$ cat src/rtl/iter_shifter_if.sv
// Handshake and data bundle between the stall controller (master) and the
// iterative shift unit (slave).
interface iter_shifter_if #(
    parameter int WIDTH = 32
);
    localparam int SW = $clog2(WIDTH);

    logic             start;
    logic [1:0]       op;
    logic [WIDTH-1:0] a;
    logic [SW-1:0]    shamt;
    logic             busy;
    logic             done;
    logic [WIDTH-1:0] y;

    modport master (
        output start, op, a, shamt,
        input  busy, done, y
    );

    modport slave (
        input  start, op, a, shamt,
        output busy, done, y
    );
endinterface

$ cat src/rtl/iter_shifter.sv
// Multi-cycle SLL/SRL/SRA/ROTR unit: shifts at most STEP positions per clock
// so the per-cycle barrel depth stays bounded; start/busy/done handshake.
module iter_shifter #(
    parameter int WIDTH = 32,
    parameter int STEP  = 4
) (
    input  logic          clk,
    input  logic          reset,
    iter_shifter_if.slave bus
);
    localparam int SW = $clog2(WIDTH);
    localparam logic [SW-1:0] STEP_W = SW'(STEP);

    localparam logic [1:0] OP_SLL = 2'b00;
    localparam logic [1:0] OP_SRL = 2'b01;
    localparam logic [1:0] OP_SRA = 2'b10;

    typedef enum logic [1:0] {
        S_IDLE = 2'd0,
        S_RUN  = 2'd1,
        S_DONE = 2'd2
    } state_t;

    state_t           r_state;
    logic [WIDTH-1:0] r_data;
    logic [SW-1:0]    r_rem;
    logic [1:0]       r_op;
    logic             r_first;
    logic             r_busy;
    logic             r_done;

    logic [SW-1:0]    w_k;
    logic [SW:0]      w_lsh;
    logic [WIDTH-1:0] w_next;

    // Distance for this cycle; zero only on the first step of a shamt=0 request.
    assign w_k   = (r_rem < STEP_W) ? r_rem : STEP_W;
    assign w_lsh = (SW+1)'(WIDTH) - {1'b0, w_k};

    // NOTE: every branch assigns w_next, so no latch is inferred.
    always_comb begin
        case (r_op)
            OP_SLL:  w_next = r_data << w_k;
            OP_SRL:  w_next = r_data >> w_k;
            OP_SRA:  w_next = $unsigned($signed(r_data) >>> w_k);
            default: w_next = (r_data >> w_k) | (r_data << w_lsh);
        endcase
    end

    // NOTE: state uses non-blocking assignments; reset is synchronous and
    // clears the datapath too, since y must read 0 straight after reset.
    always_ff @(posedge clk) begin
        if (reset) begin
            r_state <= S_IDLE;
            r_data  <= '0;
            r_rem   <= '0;
            r_op    <= '0;
            r_first <= 1'b0;
            r_busy  <= 1'b0;
            r_done  <= 1'b0;
        end else begin
            if (r_state == S_RUN)
                assert (r_first || (r_rem != '0));
            case (r_state)
                S_RUN: begin
                    r_data  <= w_next;
                    r_rem   <= r_rem - w_k;
                    r_first <= 1'b0;
                    if (r_rem == w_k) begin
                        r_state <= S_DONE;
                        r_busy  <= 1'b0;
                        r_done  <= 1'b1;
                    end
                end
                default: begin
                    r_done <= 1'b0;
                    if (bus.start) begin
                        r_data  <= bus.a;
                        r_rem   <= bus.shamt;
                        r_op    <= bus.op;
                        r_first <= 1'b1;
                        r_state <= S_RUN;
                        r_busy  <= 1'b1;
                    end else begin
                        r_state <= S_IDLE;
                    end
                end
            endcase
        end
    end

    assign bus.y    = r_data;
    assign bus.busy = r_busy;
    assign bus.done = r_done;
endmodule

$ cat src/flat_wrapper.sv
// flat-port wrapper written by rule: the top's interface ports become plain ports
module iter_shifter_flat 
#(
    parameter int WIDTH = 32,
    parameter int STEP  = 4
)
  (clk, reset, bus_start, bus_op, bus_a, bus_shamt, bus_busy, bus_done, bus_y);
  iter_shifter_if #(.WIDTH(WIDTH)) bus_i ();
  input  logic clk;
  input  logic reset;
  input wire logic [$bits(bus_i.start)-1:0] bus_start;
  input wire logic [$bits(bus_i.op)-1:0] bus_op;
  input wire logic [$bits(bus_i.a)-1:0] bus_a;
  input wire logic [$bits(bus_i.shamt)-1:0] bus_shamt;
  output wire logic [$bits(bus_i.busy)-1:0] bus_busy;
  output wire logic [$bits(bus_i.done)-1:0] bus_done;
  output wire logic [$bits(bus_i.y)-1:0] bus_y;
  assign bus_i.start = bus_start;
  assign bus_i.op = bus_op;
  assign bus_i.a = bus_a;
  assign bus_i.shamt = bus_shamt;
  assign bus_busy = bus_i.busy;
  assign bus_done = bus_i.done;
  assign bus_y = bus_i.y;
  iter_shifter #(.WIDTH(WIDTH), .STEP(STEP)) u_core (.clk(clk), .reset(reset), .bus(bus_i));
endmodule
$ cat config.mk
export PLATFORM = sky130hd
export DESIGN_NAME = iter_shifter_flat
export DESIGN_NICKNAME = d
export VERILOG_FILES = /design/src/rtl/iter_shifter_if.sv /design/src/rtl/iter_shifter.sv /design/src/flat_wrapper.sv
export SDC_FILE = /design/constraint.sdc
export NUM_CORES = 1
export LEC_CHECK = 0
export ABC_AREA = 1
export CAP_MARGIN = 20
export CORE_UTILIZATION = 40
export CTS_CLUSTER_SIZE = 25
export DETAILED_ROUTE_END_ITERATION = 7
export HOLD_SLACK_MARGIN = 0.03
export MAX_ROUTING_LAYER = met4
export PLACE_DENSITY = 0.73
export SYNTH_ARGS = -nofsm -noshare
export SYNTH_HDL_FRONTEND = slang
export SYNTH_SLANG_ARGS = --single-unit
$ cat constraint.sdc
create_clock -name clk -period 3.3 [get_ports clk]
set_clock_uncertainty 0.1 [all_clocks]
set_input_delay 0.66 -clock clk [delete_from_list [all_inputs] [get_ports clk]]
set_output_delay 0.66 -clock clk [all_outputs]
set_load 0.01 [all_outputs]
==> results of run 1 <==
-- state kept, by name, indices dropped and copies added, names as in the netlist --
register / count
u_core.bus.busy: 1
u_core.r_state: 2
u_core.bus.done: 1
u_core.r_rem: 5
u_core.bus.y: 32
u_core.r_op: 2
-- cells in the mapped netlist (2+ instances only) --
cell type  instances
buf_1              4
nand2_2            2
a31oi_1            9
nor2_1            60
a211oi_1           4
o21ai_1           13
dfxtp_1           43
nor2_8             3
nor2_2             2
ha_1               3
or2_2              2
inv_2              3
nand2_1          333
buf_2             11
clkinv_1           3
nand3b_1           2
clkbuf_1          29
conb_1             2
nor3_1             3
buf_4              4
nor2_4             2
nand4_1           13
o221ai_1           7
buf_6              3
o211ai_1          18
inv_1             90
a21oi_1           57
nand3_1          100
o21ai_0           79
o22ai_1            5
a221oi_1           2
-- logic make-up (layout without fill, tap and decap cells) --
| logic type | after synthesis | count (layout) | share of synthesized area |
|---|---|---|---|
| buf+inv | 148 | 205 | 0.125 |
| simple gates | 525 | 525 | 0.456 |
| xor+xnor | 1 | 1 | 0.00179 |
| fa+ha+maj | 3 | 3 | 0.00768 |
| flops | 43 | 43 | 0.176 |
| compound gates | 200 | 200 | 0.230 |
| mux | 1 | 1 | 0.00205 |
| other cells | 2 | 2 | 0.00154 |
-- metal layers --
metal	global-route usage	share of wire	up-vias
li1	-	-	3155
met4	0.108	0.036	0
met2	0.495	0.42	453
met1	0.498	0.42	2921
met3	0.0761	0.12	64
met5	-	0	-
-- layout make-up --
cell class / instances / share of cell area
Timing Repair Buffer: 100 / 0.160
Multi-Input combinational cell: 732 / 0.576
Tap cell: 147 / 0.0310
Clock buffer: 5 / 0.0211
Clock inverter: 3 / 0.00443
Inverter: 97 / 0.0618
Sequential cell: 43 / 0.145
-- worst register-to-register path, stage by stage, from the launching register on --
cell and delay, ns:
dfxtp_1 0.32, inv_1 0.36, nand2_2 0.32, nor2_2 0.19, buf_4 0.17, nand2_1 0.08
nand2_1 0.19, inv_1 0.08, o21ai_0 0.44, or2_0 0.23, nand3_1 0.10, nand2_1 0.06
a21oi_1 0.05
-- power groups by stage --
stage	Clock, mW	Sequential [mW]	Combinational, mW
final	0.551	0.649	1.79
after global routing	0.570	0.658	1.94
after CTS	0.551	0.646	1.72
after detailed placement	0	0.657	1.72
after global placement	0	0.659	1.74
after floorplan	0	0.668	1.11
-- worst min path at each step --
stage	startpoint	to	cells after the start
3_5_place_dp	u_core.bus.done$_SDFFE_PP0P_	u_core.bus.done$_SDFFE_PP0P_	2
6_report	u_core.bus.done$_SDFFE_PP0P_	u_core.bus.done$_SDFFE_PP0P_	2
3_3_place_gp	u_core.bus.done$_SDFFE_PP0P_	u_core.bus.done$_SDFFE_PP0P_	2
2_1_floorplan	u_core.r_op[1]$_SDFFE_PP0P_	u_core.r_op[1]$_SDFFE_PP0P_	2
4_1_cts	u_core.bus.done$_SDFFE_PP0P_	u_core.bus.done$_SDFFE_PP0P_	2
5_1_grt	u_core.bus.done$_SDFFE_PP0P_	u_core.bus.done$_SDFFE_PP0P_	2
-- stage by stage --
step | instances | power [mW] | utilization
global route | 1127 | 3.17 | 0.496
floorplan | 923 | 1.77 | -
global placement | 1119 | 2.40 | 0.483
finish | 1127 | 2.99 | 0.496
detailed placement | 1119 | 2.37 | 0.483
CTS | 1127 | 2.92 | 0.496
==> impl_metrics.tcl, run 1 <==
set metrics [dict create \
    routed_wl_mm 21.4 \
    cp.depth 12 \
    async_flop_share 0 \
    violations "DRC" \
    path_delay_family "simple AND/OR/NAND/NOR gates" \
    yosys-top-cells-area "nand2_1 (26%), dfxtp_1 (18%), nand3_1 (10%)" \
    cp_common_cell "nand2_1" \
    max_freq_ghz 0.354 \
    coreArea_mm2 0.0120 \
    syn_avg_cell_area_um2 5.29 \
    io_pins 76 \
    p_sw_mw 1.53 \
    cp-startpoint "u_core.r_rem[2]$_SDFFE_PP0P_" \
    pwr-share-comb 0.598 \
    root_buffer "clkbuf_16" \
    setup_viol 0 \
    rrSetupSlack_ns 0.47 \
    layout_commonest_cell "nand2_1" \
    crit_path_end "u_core.bus.y[7]$_SDFFE_PP0P_" \
    ant_nets 0 \
    start_util 0.408 \
    grt_setup_unrepaired "no" \
    hold_class "flip-flop to flip-flop" \
    fin_area_mm2 0.00593 \
    synthCells 923 \
    p_per_area_mw_per_mm2 504 \
    finalHoldViolCount 0 \
    syn-num-nets 968 \
    drive_above_1_share 0.0500 \
    arrival_ns 2.91 \
    tightest_slew_ns 0.794 \
    cap_violations 0 \
    setup-tns-final_ns 0 \
    path_class "flip-flop to flip-flop" \
    ys_seq_area_frac 0.176 \
    cts_setup_buffers 0 \
    cp_max_fo 15 \
    clkPwrFrac 0.184 \
    die_area_mm2 0.0127 \
    peakVddDrop_v 0.000253 \
    layout_common_cells "nand2_1 (333), nand3_1 (100), inv_1 (90), o21ai_0 (79), clkdlybuf4s50_1 (75)" \
    rr_worst_depth 12 \
    holdWs_ns 0.361 \
    multi_input_area_mm2 0.00342 \
    num-fill-cells 1302 \
    syn_to_final_growth_pct 21.4 \
    die_height_um 113 \
    die_w_um 113 \
    via_count 6593 \
    grt_pass1_wl_mm 33.4 \
    slew_viol_final 0 \
    r2r_start "u_core.r_rem[2]$_SDFFE_PP0P_" \
    ys_ff_latch 43 \
    status "finished with violations" \
    drc_errors 1 \
    max_stage_delay_ns 0.44 \
    cp.required_ns 3.39 \
    synth.yosys.warnings 0 \
    io_buffer_count 75 \
    antenna_cells 0 \
    crit_slowest_cell "o21ai_0" \
    gp_congestion 1.06 \
    drt_iter0_markers 876 \
    firstDrtPassIters 8 \
    num_rows 40 \
    hold_buffers 0 \
    p_int_mw 1.45 \
    grtUsageTotal 0.352 \
    leakagePower_nw 2.78 \
    relSlewSlack 0.470 \
    place_worst_setup_slack_ns 0.593 \
    reg2reg_to "u_core.bus.y[7]$_SDFFE_PP0P_" \
    grt_pass1_vias 5966 \
    synthesis.area_mm2 0.00489 \
    clk_pin_slew_ns 0.07 \
    end_kind "flip-flop" \
    cts-buffers-inserted 5 \
    overflow 0 \
    synth_flop_cell "dfxtp_1" \
    clock_sinks 43 \
    synth_cell_type_count 43 \
    setup_slack_ns 0.474 \
    fin_crit_sh 0.856 \
    p_sw_frac 0.514 \
    start_kind "flip-flop" \
    crit_chain "inv_1 -> nand2_2 -> nor2_2 -> buf_4 -> nand2_1 -> nand2_1 -> inv_1 -> o21ai_0 -> or2_0 -> nand3_1 -> nand2_1 -> a21oi_1" \
    post-route-min-period_ns 2.83 \
    seqPwrFrac 0.217 \
    cts_resized 0 \
    seqCellArea_um2 861 \
    via_per_inst 5.85 \
    avgRoutedWirePerCell_um 19.0 \
    final_nets 1024 \
    crit_buf_inv 3 \
    synth_edf_count 0 \
    hpwl_mm 16.0 \
    cts_tree "built" \
    antenna_found_initial 0 \
    h-tree-depth 2 \
    insertion_delay_ns 0.30 \
    yosysTopAreaCellShare 0.256 \
    dpl_cell_area_mm2 0.00578 \
    synth.largest_area_cell "nand2_1" \
    grt_max_degree 57 \
    cts_buffer_depth 2 \
]
Note: power is estimated with default switching activity, not from simulation.
==> run 2, diff against run 1 <==
==> constraint.sdc (replaced) <==
create_clock -name clk -period 3.3 [get_ports clk]
set_clock_uncertainty 0.1 [all_clocks]
set_input_delay 0.66 -clock clk [delete_from_list [all_inputs] [get_ports clk]]
set_output_delay 0.66 -clock clk [all_outputs]
set_load 0.005 [all_outputs]
==> results of run 2 <==
Same layout as run 1 (identical final DEF). Status: finished with violations: DRC.
Main changes from that run: total power 2.99 mW -> 2.97 mW; worst IR drop on VDD 0.000253 V -> 0.000252 V
